## config.mk

```make
export PLATFORM = sky130hd
export DESIGN_NAME = quant_table_ctrl
export DESIGN_NICKNAME = d
export VERILOG_FILES = /design/src/rtl/codec_pkg.sv /design/src/rtl/quant_table_bank.sv /design/src/rtl/quant_table_ctrl.sv
export SDC_FILE = /design/constraint.sdc
export NUM_CORES = 2
export LEC_CHECK = 0
export CAP_MARGIN = 20
export CORE_UTILIZATION = 35
export DETAILED_ROUTE_END_ITERATION = 8
export GPL_TIMING_DRIVEN = 0
export HOLD_SLACK_MARGIN = 0.03
export PLACE_DENSITY = 0.53
export SYNTH_ARGS = -nofsm -noshare
export SYNTH_HDL_FRONTEND = slang
export SYNTH_HIERARCHICAL = 1
export SYNTH_SLANG_ARGS = --single-unit
```

## constraint.sdc

```tcl
create_clock -name clk -period 3.23 [get_ports clk]
set_input_delay 0.646 -clock clk [delete_from_list [all_inputs] [get_ports clk]]
set_output_delay 0.646 -clock clk [all_outputs]
set_load 0.02 [all_outputs]
```

## src/rtl/codec_pkg.sv

```systemverilog
`default_nettype none
// ============================================================================
// Module      : codec_pkg
// Description : Shared constants, table value type and swap FSM states for
//               the quantisation-table controller.
// Revision    : 1.0 - initial release
// ============================================================================
package codec_pkg;

    localparam int BLK_COEF = 64;
    localparam int BEATS    = 32;
    localparam int QW       = 10;

    typedef logic [QW-1:0] qval_t;

    typedef enum logic [0:0] {
        SW_IDLE  = 1'b0,
        SW_ARMED = 1'b1
    } swap_st_t;

    // A zero divisor would break flow_divider, so it is stored as 1.
    function automatic qval_t clamp_q(input qval_t v);
        return (v == '0) ? qval_t'(1) : v;
    endfunction

endpackage
`default_nettype wire

```

## src/rtl/quant_table_bank.sv

```systemverilog
`default_nettype none
// ============================================================================
// Module      : quant_table_bank
// Description : Two 64-entry table banks with one write port and two
//               combinational read ports sharing a bank select.
// Revision    : 1.0 - initial release
// ============================================================================
module quant_table_bank
    import codec_pkg::*;
(
    input  logic        clk,
    input  logic        rst,
    input  logic        we_i,
    input  logic        wbank_i,
    input  logic [5:0]  waddr_i,
    input  qval_t       wdata_i,
    input  logic        rbank_i,
    input  logic [5:0]  raddr0_i,
    input  logic [5:0]  raddr1_i,
    output qval_t       rdata0_o,
    output qval_t       rdata1_o
);

    qval_t mem_q [2][BLK_COEF];

    always_ff @(posedge clk) begin
        if (rst) begin
            for (int b = 0; b < 2; b++) begin
                for (int a = 0; a < BLK_COEF; a++) begin
                    mem_q[b][a] <= qval_t'(1);
                end
            end
        end else if (we_i) begin
            mem_q[wbank_i][waddr_i] <= wdata_i;
        end
    end

    assign rdata0_o = mem_q[rbank_i][raddr0_i];
    assign rdata1_o = mem_q[rbank_i][raddr1_i];

endmodule
`default_nettype wire

```

## src/rtl/quant_table_ctrl.sv

```systemverilog
`default_nettype none
// ============================================================================
// Module      : quant_table_ctrl
// Description : One-stage pipeline that tags each coefficient beat with its
//               quantisation table pair; double-buffered table, frame swap.
// Revision    : 1.0 - initial release
// ============================================================================
module quant_table_ctrl
    import codec_pkg::*;
#(
    parameter int N  = 2,
    parameter int DW = 16
) (
    input  logic            clk,
    input  logic            rst,
    input  logic            en_i,
    input  logic            in_valid_i,
    input  logic [N*DW-1:0] in_data_i,
    input  logic            in_sob_i,
    input  logic            in_eob_i,
    input  logic            in_sof_i,
    input  logic            cfg_we_i,
    input  logic [5:0]      cfg_addr_i,
    input  logic [QW-1:0]   cfg_data_i,
    input  logic            cfg_swap_i,
    output logic            cfg_pending_o,
    output logic            seq_err_o,
    output logic            out_valid_o,
    output logic [N*DW-1:0] out_data_o,
    output logic            out_sob_o,
    output logic            out_eob_o,
    output logic            out_sof_o,
    output logic [N*QW-1:0] out_q_o
);

    logic            beat;
    logic [4:0]      pos;
    logic [4:0]      bcnt_q, bcnt_d;
    logic            err_d;
    logic            apply;
    logic            rbank;
    qval_t           rdata0, rdata1;

    swap_st_t        swap_st_q;
    logic            active_q;
    logic            pending_q;
    logic            seq_err_q;

    logic            out_valid_q;
    logic [N*DW-1:0] out_data_q;
    logic            out_sob_q, out_eob_q, out_sof_q;
    logic [N*QW-1:0] out_q_q;

    assign beat   = en_i & in_valid_i;
    assign pos    = in_sob_i ? 5'd0 : bcnt_q;
    assign bcnt_d = in_sob_i ? 5'd1 : bcnt_q + 5'd1;
    assign err_d  = (in_sob_i & (bcnt_q != 5'd0))
                  | (in_eob_i & (pos != 5'(BEATS - 1)))
                  | (in_sof_i & ~in_sob_i);

    // The frame-start beat that applies the swap already reads the new bank.
    assign apply = beat & in_sof_i & in_sob_i & (swap_st_q == SW_ARMED);
    assign rbank = active_q ^ apply;

    quant_table_bank u_bank (
        .clk      (clk),
        .rst      (rst),
        .we_i     (cfg_we_i),
        .wbank_i  (~active_q),
        .waddr_i  (cfg_addr_i),
        .wdata_i  (clamp_q(cfg_data_i)),
        .rbank_i  (rbank),
        .raddr0_i ({pos, 1'b0}),
        .raddr1_i ({pos, 1'b1}),
        .rdata0_o (rdata0),
        .rdata1_o (rdata1)
    );

    always_ff @(posedge clk) begin
        if (rst) begin
            bcnt_q    <= '0;
            seq_err_q <= 1'b0;
        end else if (beat) begin
            bcnt_q <= bcnt_d;
            if (err_d) begin
                seq_err_q <= 1'b1;
            end
        end
    end

    always_ff @(posedge clk) begin
        if (rst) begin
            swap_st_q <= SW_IDLE;
            active_q  <= 1'b0;
            pending_q <= 1'b0;
        end else begin
            case (swap_st_q)
                SW_IDLE: begin
                    if (cfg_swap_i) begin
                        swap_st_q <= SW_ARMED;
                        pending_q <= 1'b1;
                    end
                end
                SW_ARMED: begin
                    if (apply) begin
                        swap_st_q <= SW_IDLE;
                        active_q  <= ~active_q;
                        pending_q <= 1'b0;
                    end
                end
                default: begin
                    swap_st_q <= SW_IDLE;
                    pending_q <= 1'b0;
                end
            endcase
        end
    end

    always_ff @(posedge clk) begin
        if (rst) begin
            out_valid_q <= 1'b0;
            out_data_q  <= '0;
            out_sob_q   <= 1'b0;
            out_eob_q   <= 1'b0;
            out_sof_q   <= 1'b0;
            out_q_q     <= '0;
        end else if (en_i) begin
            out_valid_q <= in_valid_i;
            out_data_q  <= in_data_i;
            out_sob_q   <= in_sob_i;
            out_eob_q   <= in_eob_i;
            out_sof_q   <= in_sof_i;
            out_q_q     <= {rdata1, rdata0};
        end
    end

    assign cfg_pending_o = pending_q;
    assign seq_err_o     = seq_err_q;
    assign out_valid_o   = out_valid_q;
    assign out_data_o    = out_data_q;
    assign out_sob_o     = out_sob_q;
    assign out_eob_o     = out_eob_q;
    assign out_sof_o     = out_sof_q;
    assign out_q_o       = out_q_q;

endmodule
`default_nettype wire
```

==> flow_summary.html <==
<table>
<tr><th>Metric</th><th>Value</th></tr>
<tr><th colspan="2">Worst setup path</th></tr>
<tr><td>Logic depth of the worst register-to-register path</td><td>13</td></tr>
<tr><td>Reg-to-reg startpoint</td><td>swap_st_q$_SDFF_PP0_</td></tr>
<tr><td>Required time reported for the critical path endpoint</td><td>3.91 ns</td></tr>
<tr><td>Category of the worst setup path capture point</td><td>register</td></tr>
<tr><td>Element type at the critical path start</td><td>register</td></tr>
<tr><td>Timing endpoint of the critical path</td><td>out_q_o[0]$_SDFFE_PP0P_</td></tr>
<tr><td>Setup slack of the most critical reg-to-reg path</td><td>-0.51 ns</td></tr>
<tr><td>Critical path type</td><td>reg -&gt; reg</td></tr>
<tr><td>Largest fanout of any net on the critical path</td><td>10</td></tr>
<tr><td>Critical path origin</td><td>swap_st_q$_SDFF_PP0_</td></tr>
<tr><td>Worst path arrival time</td><td>around 4.4 ns</td></tr>
<tr><td>Critical R2R Capture</td><td>out_q_o[0]$_SDFFE_PP0P_</td></tr>
<tr><th colspan="2">Drt</th></tr>
<tr><td>Drt drc</td><td>63</td></tr>
<tr><td>Average wire per standard cell</td><td>44.7 um</td></tr>
<tr><td>Avg Vias per Cell</td><td>between 6 and 7</td></tr>
<tr><td>Count of nets left with antenna violations after detail routing</td><td>0</td></tr>
<tr><td>Initial drt markers</td><td>between 7k and 8k</td></tr>
<tr><td>Final Routed Wirelength</td><td>328000 um</td></tr>
<tr><td>Number of optimization iterations in the first detailed-route pass</td><td>9</td></tr>
<tr><td>Vias after detailed routing</td><td>47.4k</td></tr>
<tr><th colspan="2">STA</th></tr>
<tr><td>Final setup vio count</td><td>250</td></tr>
<tr><td>Setup tns final</td><td>-22.54 ns</td></tr>
<tr><td>Highest attainable clock frequency</td><td>0.267 GHz</td></tr>
<tr><td>Share of the clock period used by the worst path after layout</td><td>116%</td></tr>
<tr><td>Minimum period implied by the final worst setup slack</td><td>~3.7 ns</td></tr>
<tr><td>Final hold slack</td><td>roughly 0.084 ns</td></tr>
<tr><td>Number of hold-slack violations in the final timing report</td><td>0</td></tr>
<tr><td>Worst clock skew</td><td>0.0425 ns</td></tr>
<tr><td>Smallest setup slack after layout</td><td>-0.510 ns</td></tr>
<tr><td>Pins Over Slew Limit</td><td>0</td></tr>
<tr><td>Slew at the pin with the worst max-slew slack</td><td>around 1.3 ns</td></tr>
<tr><td>Relative slew margins</td><td>between 10% and 20%</td></tr>
<tr><td>Setup repair after global routing missed its margin</td><td>yes</td></tr>
<tr><th colspan="2">Die</th></tr>
<tr><td>Die span in x</td><td>437 um</td></tr>
<tr><td>I/O pin count</td><td>around 120</td></tr>
<tr><td>Starting Density</td><td>a little over a third</td></tr>
<tr><td>Chip Height</td><td>437 um</td></tr>
<tr><td>Die area</td><td>~0.19 sq mm</td></tr>
<tr><td>Floorplan core area</td><td>about 0.19 sq mm</td></tr>
<tr><td>Total number of placement rows</td><td>around 160</td></tr>
<tr><th colspan="2">Yosys</th></tr>
<tr><td>YS warnings</td><td>6</td></tr>
<tr><td>Xor-xnor portion of the synthesized cell area</td><td>less than 1%</td></tr>
<tr><td>Seq cells post-synth</td><td>around 1.3k</td></tr>
<tr><td>Synthesized-area fraction occupied by ao, oa, aoi and oai cells</td><td>3.48%</td></tr>
<tr><td>EDFF count, synth</td><td>roughly 1.3k</td></tr>
<tr><td>Multiplexer fraction of the synthesized cell area</td><td>approximately 24%</td></tr>
<tr><td>Fraction of the mapped netlist area in simple logic gates</td><td>9.62%</td></tr>
<tr><td>Post-synthesis share of cell area spent on full adders, half adders and majority gates</td><td>0.0378%</td></tr>
<tr><td>Share of the yosys chip area belonging to registers</td><td>about three fifths</td></tr>
<tr><td>Average footprint of a synthesized cell</td><td>15.7 sq um</td></tr>
<tr><td>Main flop type after synthesis</td><td>sky130_fd_sc_hd__edfxtp_1</td></tr>
<tr><td>Netlist cell types</td><td>between 40 and 50</td></tr>
<tr><td>Post-Syn Instances</td><td>around 4.2k</td></tr>
<tr><td>Async set or reset register ratio after synthesis</td><td>0%</td></tr>
<tr><td>Cell area after synthesis</td><td>between 0.06 and 0.07 sq mm</td></tr>
<tr><td>Main combinational cell family by area after synthesis</td><td>multiplexers</td></tr>
<tr><th colspan="2">Clocking</th></tr>
<tr><td>Deepest level of the CTS H-tree</td><td>4</td></tr>
<tr><td>Clk pin slew, worst setup/hold paths</td><td>approximately 0.060 ns</td></tr>
<tr><td>Num CTS Buffers</td><td>158</td></tr>
<tr><td>Hold bufs inserted after CTS</td><td>0</td></tr>
<tr><td>Clock tree buffer depth</td><td>3</td></tr>
<tr><td>Clock root buffer master</td><td>sky130_fd_sc_hd__clkbuf_16</td></tr>
<tr><td>Clock insertion delay at the later pin of the skew report</td><td>0.85 ns</td></tr>
<tr><td>Clock tree from TritonCTS</td><td>yes</td></tr>
<tr><td>Count of clock tree sinks</td><td>1345</td></tr>
<tr><th colspan="2">GRT</th></tr>
<tr><td>Largest net degree at the start of global routing</td><td>64</td></tr>
<tr><td>Number of global-route vias before repair</td><td>roughly 45k</td></tr>
<tr><td>Number of antenna violations at the first check in global routing</td><td>40</td></tr>
<tr><td>Wire length of the first global-routing pass</td><td>about 430000 um</td></tr>
<tr><td>Overall track demand over capacity in global routing</td><td>about 34%</td></tr>
<tr><td>Remaining global-route overflow</td><td>0</td></tr>
<tr><th colspan="2">Layout</th></tr>
<tr><td>FILL cells</td><td>16.7k</td></tr>
<tr><td>Number of nets in the final layout</td><td>approximately 4.8k</td></tr>
<tr><td>Sequential Area</td><td>0.0397 sq mm</td></tr>
<tr><td>Area growth syn-to-layout</td><td>24.5%</td></tr>
<tr><td>Combined area of the multi-input logic cells</td><td>0.0281 sq mm</td></tr>
<tr><td>Layout cells sized above 1</td><td>33.9%</td></tr>
<tr><th colspan="2">Worst hold path</th></tr>
<tr><td>Hold Crit Class</td><td>in -&gt; reg</td></tr>
<tr><th colspan="2">Placement</th></tr>
<tr><td>I/O Buffers</td><td>109</td></tr>
<tr><td>Detailed placement HPWL</td><td>244000 um</td></tr>
<tr><td>RD Place Congestion</td><td>~1.1</td></tr>
<tr><th colspan="2">Job</th></tr>
<tr><td>Max-capacitance violation count</td><td>0</td></tr>
<tr><th colspan="2">Run status</th></tr>
<tr><td>Outcome</td><td>finished, violations left</td></tr>
<tr><td>Violated checks</td><td>DRC, setup timing</td></tr>
<tr><th colspan="2">Power</th></tr>
<tr><td>Pwr per Cell Area</td><td>roughly 530 mW/mm^2</td></tr>
<tr><td>Static Leak</td><td>between 20 and 30 nW</td></tr>
<tr><td>Maximum ir drop on the vdd rail</td><td>about 0.36 mV</td></tr>
<tr><td>Total power draw</td><td>about 44 mW</td></tr>
</table>
-- sequential cells by signal, indices dropped and copies added (netlist names), 5 cells and up --
name and flops:
u_bank/mem_q 1280, out_q_o 20, out_data_o 32, bcnt_q 5
-- through the flow --
step,instance area [sq um],setup slack (ns),utilization (%),cells
2_1_floorplan,66300,0.00395,-,4226
3_3_place_gp,70500,-3.95,37.5,6830
3_5_place_dp,72500,-3.24,38.6,6984
4_1_cts,81900,-0.349,43.6,7308
5_1_grt,82500,-0.483,43.9,7327
6_report,82500,-0.510,43.9,7343
-- worst min-delay path by stage --
stage | from | to | slack [ns] | cells after the start
finish | in_valid_i | bcnt_q[0]$_SDFFE_PP0N_ | 0.08 | 2
floorplan | bcnt_q[1]$_SDFFE_PP0N_ | bcnt_q[1]$_SDFFE_PP0N_ | 0.47 | 2
global route | in_valid_i | bcnt_q[0]$_SDFFE_PP0N_ | 0.08 | 2
CTS | in_valid_i | bcnt_q[0]$_SDFFE_PP0N_ | 0.05 | 2
detailed placement | out_valid_o$_SDFFE_PP0P_ | out_valid_o$_SDFFE_PP0P_ | 0.47 | 2
global placement | out_valid_o$_SDFFE_PP0P_ | out_valid_o$_SDFFE_PP0P_ | 0.46 | 2
-- report_power, final --
part	internal (mW)	switching, mW	total [mW]
clock network	10.6	7.70	18.3
registers	20.0	0.393	20.4
logic	1.74	3.24	4.98
-- cells by family (layout without fill, tap and decap cells) --
| kind of cell | count (synthesis) | after routing |
|---|---|---|
| XOR/XNOR | 1 | 1 |
| other | 2 | 22 |
| multiplexers | 980 | 980 |
| AO/OA/AOI/OAI | 376 | 376 |
| adder cells (fa/ha/maj) | 2 | 2 |
| AND/OR/NAND/NOR | 1154 | 1155 |
| flip-flops | 1345 | 1345 |
| buffers and inverters | 365 | 967 |
-- synth_stat cells (all sizes together), types with 2 or more instances --
cell     number  share of area [%]
mux2i       315                4.8
o22ai       241                2.3
a211oi        7              0.079
nor2b        22               0.21
or2           5              0.047
clkbuf      233                1.3
and2        596                5.6
or3          67               0.63
edfxtp     1280                 58
mux2        168                2.9
nand3        42               0.32
dfxtp        65                2.0
nor2        199                1.1
nand4         5              0.047
and4          2              0.026
buf         126                1.0
mux4        497                 17
inv           6              0.034
conb          2              0.011
o31ai         2              0.023
nor3b         2              0.030
nor3         65               0.50
nand2        98               0.56
ha            2              0.038
a21oi        12              0.091
a21o          3              0.034
nand2b       13               0.12
a2111oi       7               0.16
nor4         34               0.32
o21ai        98               0.74
-- worst max-delay path, cell delays in order (launching register included) --
cell	delay, ns
sky130_fd_sc_hd__dfxtp_2	0.34
sky130_fd_sc_hd__nand2_2	0.07
sky130_fd_sc_hd__or3_4	0.35
sky130_fd_sc_hd__nand2_4	0.09
sky130_fd_sc_hd__buf_12	0.22
sky130_fd_sc_hd__buf_16	0.22
sky130_fd_sc_hd__buf_16	0.21
sky130_fd_sc_hd__mux4_2	0.55
sky130_fd_sc_hd__mux2i_4	0.22
sky130_fd_sc_hd__o22ai_2	0.18
sky130_fd_sc_hd__nor4_4	0.62
sky130_fd_sc_hd__nand3_2	0.23
sky130_fd_sc_hd__mux2i_1	0.19
sky130_fd_sc_hd__nor2_1	0.05
-- timing repair --
action / CTS / global route
buffers inserted: 32 / 13
cloned: 3 / 1
setup endpoints to repair: 1928 / 137
pin swaps: 61 / 21
resized for setup: 763 / 86
-- layout by cell type (no fill, tap or decap), types with 23 or more instances in the layout --
cell and n:
sky130_fd_sc_hd__mux2_2 161, sky130_fd_sc_hd__buf_8 62, sky130_fd_sc_hd__edfxtp_1 1280, sky130_fd_sc_hd__nor2_1 177
sky130_fd_sc_hd__and2_1 587, sky130_fd_sc_hd__o22ai_2 47, sky130_fd_sc_hd__clkbuf_16 160, sky130_fd_sc_hd__mux2i_4 99
sky130_fd_sc_hd__clkinv_1 26, sky130_fd_sc_hd__o22ai_4 33, sky130_fd_sc_hd__clkinv_2 23, sky130_fd_sc_hd__buf_12 39
sky130_fd_sc_hd__nor4_4 23, sky130_fd_sc_hd__buf_6 33, sky130_fd_sc_hd__buf_4 111, sky130_fd_sc_hd__clkbuf_1 202
sky130_fd_sc_hd__dfxtp_1 64, sky130_fd_sc_hd__clkdlybuf4s50_1 107, sky130_fd_sc_hd__mux4_2 497, sky130_fd_sc_hd__nor3_1 58
sky130_fd_sc_hd__nand2_1 87, sky130_fd_sc_hd__buf_2 25, sky130_fd_sc_hd__clkbuf_2 40, sky130_fd_sc_hd__mux2i_1 169
sky130_fd_sc_hd__buf_16 37, sky130_fd_sc_hd__buf_1 23, sky130_fd_sc_hd__o22ai_1 161, sky130_fd_sc_hd__or3_1 66
sky130_fd_sc_hd__mux2i_2 47, sky130_fd_sc_hd__o21ai_1 68
-- layout make-up --
cell class                      instances  share of cell area (%)
Clock buffer                          189                    5.01
Sequential cell                      1345                    48.1
Inverter                                6                  0.0273
Antenna cell                           19                  0.0576
Clock inverter                        100                    1.31
Multi-Input combinational cell       2517                    34.1
Timing Repair Buffer                  313                    4.27
Tap cell                             2495                    3.78
Buffer                                359                    3.33
-- metal layers --
metal / GRT usage, % / part of all wire [%] / up-vias
met4: 22.3 / 8.3 / 16
li1: - / - / 17800
met2: 48.9 / 42 / 3859
met3: 12.3 / 13 / 1010
met5: 0 / 0.056 / -
met1: 43.0 / 37 / 24700
(Power assumes the default switching activity.)
